**src/rtl/gcd_dispatch.sv**
```systemverilog
// Dispatches one operand pair at a time to an external GCD engine; zero operands bypass the engine, and a stalled engine times out with an error response.
// Latency: a bypassed job responds the cycle after accept. While a response waits for rsp_ready, both the request and response sides are stalled.
module gcd_dispatch #(
    parameter int unsigned TIMEOUT    = 1024,
    parameter int unsigned START_HOLD = 2
) (
    input  logic        clk,
    input  logic        reset_n,
    input  logic        req_valid,
    output logic        req_ready,
    input  logic [31:0] req_a,
    input  logic [31:0] req_b,
    output logic [31:0] eng_a,
    output logic [31:0] eng_b,
    output logic        eng_start,
    input  logic        eng_done,
    input  logic [31:0] eng_result,
    output logic        rsp_valid,
    input  logic        rsp_ready,
    output logic [31:0] rsp_result,
    output logic        rsp_err,
    output logic        busy
);

    typedef enum logic [1:0] {IDLE, LAUNCH, WAIT, RESP} state_t;

    localparam logic [15:0] WAIT_LAST = 16'(TIMEOUT - 1);
    localparam logic [3:0]  HOLD_LAST = 4'(START_HOLD - 1);

    state_t      state, state_nxt;
    logic [31:0] eng_a_nxt, eng_b_nxt, rsp_result_nxt;
    logic        eng_start_nxt, rsp_err_nxt;
    logic [15:0] wait_cnt, wait_cnt_nxt;
    logic [3:0]  hold_cnt, hold_cnt_nxt;

    always_ff @(posedge clk or negedge reset_n) begin
        if (!reset_n) begin
            state      <= IDLE;
            eng_a      <= '0;
            eng_b      <= '0;
            eng_start  <= 1'b0;
            rsp_result <= '0;
            rsp_err    <= 1'b0;
            wait_cnt   <= '0;
            hold_cnt   <= '0;
        end else begin
            state      <= state_nxt;
            eng_a      <= eng_a_nxt;
            eng_b      <= eng_b_nxt;
            eng_start  <= eng_start_nxt;
            rsp_result <= rsp_result_nxt;
            rsp_err    <= rsp_err_nxt;
            wait_cnt   <= wait_cnt_nxt;
            hold_cnt   <= hold_cnt_nxt;
        end
    end

    always_comb begin
        state_nxt      = state;
        eng_a_nxt      = eng_a;
        eng_b_nxt      = eng_b;
        eng_start_nxt  = eng_start;
        rsp_result_nxt = rsp_result;
        rsp_err_nxt    = rsp_err;
        wait_cnt_nxt   = wait_cnt;
        hold_cnt_nxt   = hold_cnt;
        case (state)
            IDLE: begin
                if (req_valid) begin
                    eng_a_nxt = req_a;
                    eng_b_nxt = req_b;
                    if (req_a == 32'd0 || req_b == 32'd0) begin
                        state_nxt      = RESP;
                        rsp_result_nxt = req_a | req_b;
                        rsp_err_nxt    = 1'b0;
                    end else begin
                        state_nxt     = LAUNCH;
                        eng_start_nxt = 1'b1;
                        hold_cnt_nxt  = HOLD_LAST;
                    end
                end
            end
            LAUNCH: begin
                if (hold_cnt == 4'd0) begin
                    state_nxt     = WAIT;
                    eng_start_nxt = 1'b0;
                    wait_cnt_nxt  = '0;
                end else begin
                    hold_cnt_nxt = hold_cnt - 4'd1;
                end
            end
            WAIT: begin
                // done is checked first so a completion on the last counted cycle still wins
                if (eng_done) begin
                    state_nxt      = RESP;
                    rsp_result_nxt = eng_result;
                    rsp_err_nxt    = 1'b0;
                end else if (wait_cnt == WAIT_LAST) begin
                    state_nxt      = RESP;
                    rsp_result_nxt = '0;
                    rsp_err_nxt    = 1'b1;
                end else begin
                    wait_cnt_nxt = wait_cnt + 16'd1;
                end
            end
            RESP: begin
                if (rsp_ready) state_nxt = IDLE;
            end
            default: state_nxt = IDLE;
        endcase
    end

    assign req_ready = (state == IDLE);
    assign rsp_valid = (state == RESP);
    assign busy      = (state != IDLE);

endmodule

```
**config.mk**
```make
export PLATFORM = sky130hd
export DESIGN_NAME = gcd_dispatch
export DESIGN_NICKNAME = d
export VERILOG_FILES = /design/src/rtl/gcd_dispatch.sv
export SDC_FILE = /design/constraint.sdc
export NUM_CORES = 1
export LEC_CHECK = 0
export CAP_MARGIN = 20
export CORE_ASPECT_RATIO = 0.9
export CORE_MARGIN = 10
export CORE_UTILIZATION = 30
export CTS_CLUSTER_DIAMETER = 40
export DETAILED_ROUTE_END_ITERATION = 8
export PLACE_DENSITY = 0.66
export SLEW_MARGIN = 10
export SYNTH_ARGS = -nofsm -noshare
export SYNTH_HDL_FRONTEND = slang
export SYNTH_SLANG_ARGS = --single-unit
```
**constraint.sdc**
```tcl
create_clock -name clk -period 6.4 [get_ports clk]
set_input_delay 1.28 -clock clk [delete_from_list [all_inputs] [get_ports clk]]
set_output_delay 1.28 -clock clk [all_outputs]
set_load 0.02 [all_outputs]
```
==> flow_metrics.py <==
metrics = {
    "status": {
        "status": "finished clean",
    },
    "sta": {
        "min_period_ns": 4.015,
        "hold_ws_ns": 0.5039,
        "max_slew.worst_pin.slew_ns": 0.8670,
        "fmax_ghz": 0.2490,
        "hold_viol": 0,
        "finalSetupViolations": 0,
        "post-route-period-util": 0.6274,
        "tns_ns": 0,
        "rsz0062_at_grt": "false",
        "layout_setup_ws_ns": 2.385,
        "fin_worst_skew_ns": 0.006150,
        "slew_viol_final": 0,
        "relSlewSlack": 0.4220,
    },
    "global_routing": {
        "grt_pass1_vias": 5135,
        "antenna_found_initial": 0,
        "grt_pass1_wl_um": 29820,
        "grt_start_max_net_pins": 63,
        "grt_overflow": 0,
        "grt_use_total": 0.1575,
    },
    "power_and_ir_drop": {
        "power.density_mw_per_mm2": 534.8,
        "comb_power_share": 0.465,
        "max-vdd-ir-drop_uv": 237.8,
        "clock_power_share": 0.250,
        "switching_power_uw": 1589,
        "p_int_uw": 2931,
        "leakagePower_uw": 0.003416,
        "power_frac_seq": 0.286,
        "sw_frac_of_total": 0.3515,
    },
    "route": {
        "wl_per_cell_um": 20.31,
        "drtPass1Iterations": 4,
        "drc": 0,
        "drt_iter0_drc": 221,
        "drt_wl_total_um": 18950,
        "drtAntennaViolNets": 0,
        "top_layer_used": "met4",
        "wl_met1_um": 7776,
        "met3_length_um": 1362,
        "dr_wl_met2_um": 9653,
        "vias": 4559,
        "vias_per_cell": 4.886,
    },
    "run": {
        "maxCapViolations": 0,
    },
    "placed_design": {
        "dp_hpwl_um": 14710,
        "postPlaceCellArea_mm2": 0.007752,
        "place_congestion": 0.8594,
        "dpl.cell_count": 902,
        "port_buffers": 201,
        "dp_slack_ns": 1.814,
    },
    "die": {
        "die_h_um": 148.6,
        "start_util": 0.3089,
        "die_area_mm2": 0.02420,
        "core_mm2": 0.01784,
        "boundaryPins": 202,
        "die_width_um": 162.9,
        "rows": 46,
    },
    "synth": {
        "syn_area_mm2": 0.005512,
        "synth_nets": 588,
        "synth_seq_cells": 120,
        "synth_area_per_cell_um2": 11.48,
        "yosys_warnings": 0,
        "syn_inst": 480,
        "synth_cell_types": 41,
        "seq_area_frac_synth": 0.5448,
    },
    "critical_path": {
        "crit_fanout": 33,
        "crit_arrival_ns": 4.30,
        "cp-end-kind": "flop",
        "required_ns": 6.69,
        "crit_chain": "clkdlybuf4s50_1 -> nor4_1 -> nand4_1 -> o22ai_1 -> or2_2 -> nand3_2 -> mux2_2",
        "slowest_delay_ns": 0.64,
        "path_buf_inv": 1,
        "start_kind": "primary input",
        "slowest_stage": "nand3_2",
        "critical-path-top-delay-family": "simple AND/OR/NAND/NOR gates",
        "crit_type": "primary input to flop",
    },
    "clock_network": {
        "cts_resized": 0,
        "cts_sinks": 120,
        "htreeDepth": 4,
        "clockRootBuffer": "clkbuf_16",
        "post_cts.repair.setup_buffers": 0,
        "cts_max_path_buffers": 2,
        "insertion_delay_ns": 0.41,
        "cts_buffers": 17,
        "clk_pin_slew_ns": 0.05,
        "cts_hold_buffers": 0,
        "cts_tree": "built",
    },
    "worst_hold_path": {
        "hp-class": "flop to flop",
    },
    "layout": {
        "final_net_count": 789,
        "drive_gt1_frac": 0.2063,
        "instances_no_fill": 933,
        "antenna_cells": 0,
        "fin_area_mm2": 0.008452,
        "syn_to_final_growth_pct": 53.35,
    },
}
==> stage by stage <==
stage                       util  power (µW)
after detailed placement  0.4345        3425
after floorplan                -        2406
final                     0.4737        4520
after CTS                 0.4737        4579
after global routing      0.4737        4771
after global placement    0.4345        3367
==> cells by family (layout without fill, tap and decap cells) <==
group | Yosys count | in the layout | share of synthesized area
and+or+nand+nor | 146 | 146 | 0.1285
buffers and inverters | 33 | 246 | 0.02520
adders and majority gates | 7 | 7 | 0.01589
DFF | 120 | 120 | 0.5448
xor gates and xnor gates | 8 | 8 | 0.01271
muxes | 99 | 99 | 0.2018
AOI/OAI and AO/OA | 67 | 67 | 0.07106
==> layout make-up <==
cell class	count	area, µm²
fill	1617	9390
clock inverter	12	246.5
inverter	10	37.54
multi-input combinational	327	2372
tap	240	300.3
sequential	120	3003
timing repair buffer	205	2039
clock buffer	19	452.9
==> per-layer routing <==
| layer | global-route usage | vias up |
|---|---|---|
| li1 | - | 2107 |
| met1 | 0.1821 | 2313 |
| met2 | 0.2673 | 128 |
| met3 | 0.06209 | 11 |
| met4 | 0.03784 | 0 |
| met5 | 0 | - |
==> layout by cell type (no fill, tap or decap), types with 8 or more instances in the layout <==
cell             netlist  layout
dfrtp_1              120     120
nand2_1               41      40
nor2_1                49      49
inv_1                 10      10
nor4_1                18      18
o21ai_0               44      44
mux2_2                97      97
clkbuf_16              0      17
nand3_1               10      10
clkdlybuf4s50_1        0     200
a21oi_1                8       8
==> power groups by stage <==
stage,combinational (µW),clock [µW],sequential [µW]
floorplan,747,0,1660
global placement,2090,0,1280
detailed placement,2130,0,1300
CTS,2130,1150,1290
global route,2240,1190,1340
finish,2100,1130,1290
==> cell usage after synthesis <==
master	instances	area share
mux2i_1	2	0.0036
nand3_1	10	0.0091
nand4_1	5	0.0057
xor2_1	5	0.0079
a22o_1	1	0.0016
o21ai_2	1	0.0016
buf_6	1	0.0020
or3_2	1	0.0014
nand2_1	41	0.028
and4_1	3	0.0048
dfrtp_1	120	0.54
nand4_2	1	0.0023
and2_1	2	0.0023
o2111ai_1	4	0.0064
a22oi_1	1	0.0014
nand2b_1	1	0.0011
nand2_4	1	0.0020
nor3b_1	2	0.0027
inv_1	10	0.0068
or2_2	1	0.0011
o211ai_1	1	0.0014
nand4b_1	1	0.0016
o22ai_1	1	0.0011
nand3_2	1	0.0018
or3b_4	1	0.0020
a31oi_1	3	0.0034
nor2_1	49	0.033
a22o_2	1	0.0018
mux2_2	97	0.20
or3_1	5	0.0057
o21ai_0	44	0.040
nor3_1	1	0.00091
and3_1	2	0.0023
nor4_1	18	0.020
clkbuf_1	16	0.011
a21oi_1	8	0.0073
o211ai_4	1	0.0039
buf_2	6	0.0054
ha_1	7	0.016
xnor2_1	3	0.0048
o21a_1	1	0.0014
==> flip-flops by register name, indices dropped and copies added (netlist names) <==
| name | cells |
|---|---|
| eng_a | 32 |
| eng_b | 32 |
| eng_start | 1 |
| hold_cnt | 4 |
| rsp_err | 1 |
| rsp_result | 32 |
| state | 2 |
| wait_cnt | 16 |
==> worst reg2reg max path: stages (launching register included) <==
cell and delay, ns:
dfrtp_1 0.41, inv_1 0.10, ha_1 0.33, nand2_2 0.47
buf_4 0.50, a22oi_1 0.75, o21ai_0 0.20, a22o_2 0.30
==> path summary, 6_finish.rpt <==
check | start | to | slack (ns) | cells past startpoint
worst max-delay path | req_a[13] | rsp_result[8]$_DFFE_PN0P_ | 2.38 | 7
min in group asynchronous | reset_n | hold_cnt[3]$_DFFE_PN0P_ | 0.95 | 1
worst min-delay path | eng_b[11]$_DFFE_PN0P_ | eng_b[11]$_DFFE_PN0P_ | 0.50 | 1
worst max register to register | state[1]$_DFFE_PN0P_ | hold_cnt[2]$_DFFE_PN0P_ | 3.22 | 7
worst min register to register | eng_b[11]$_DFFE_PN0P_ | eng_b[11]$_DFFE_PN0P_ | 0.50 | 1
max in group asynchronous | reset_n | wait_cnt[6]$_DFFE_PN0P_ | 4.13 | 2
(Power assumes the default switching activity.)
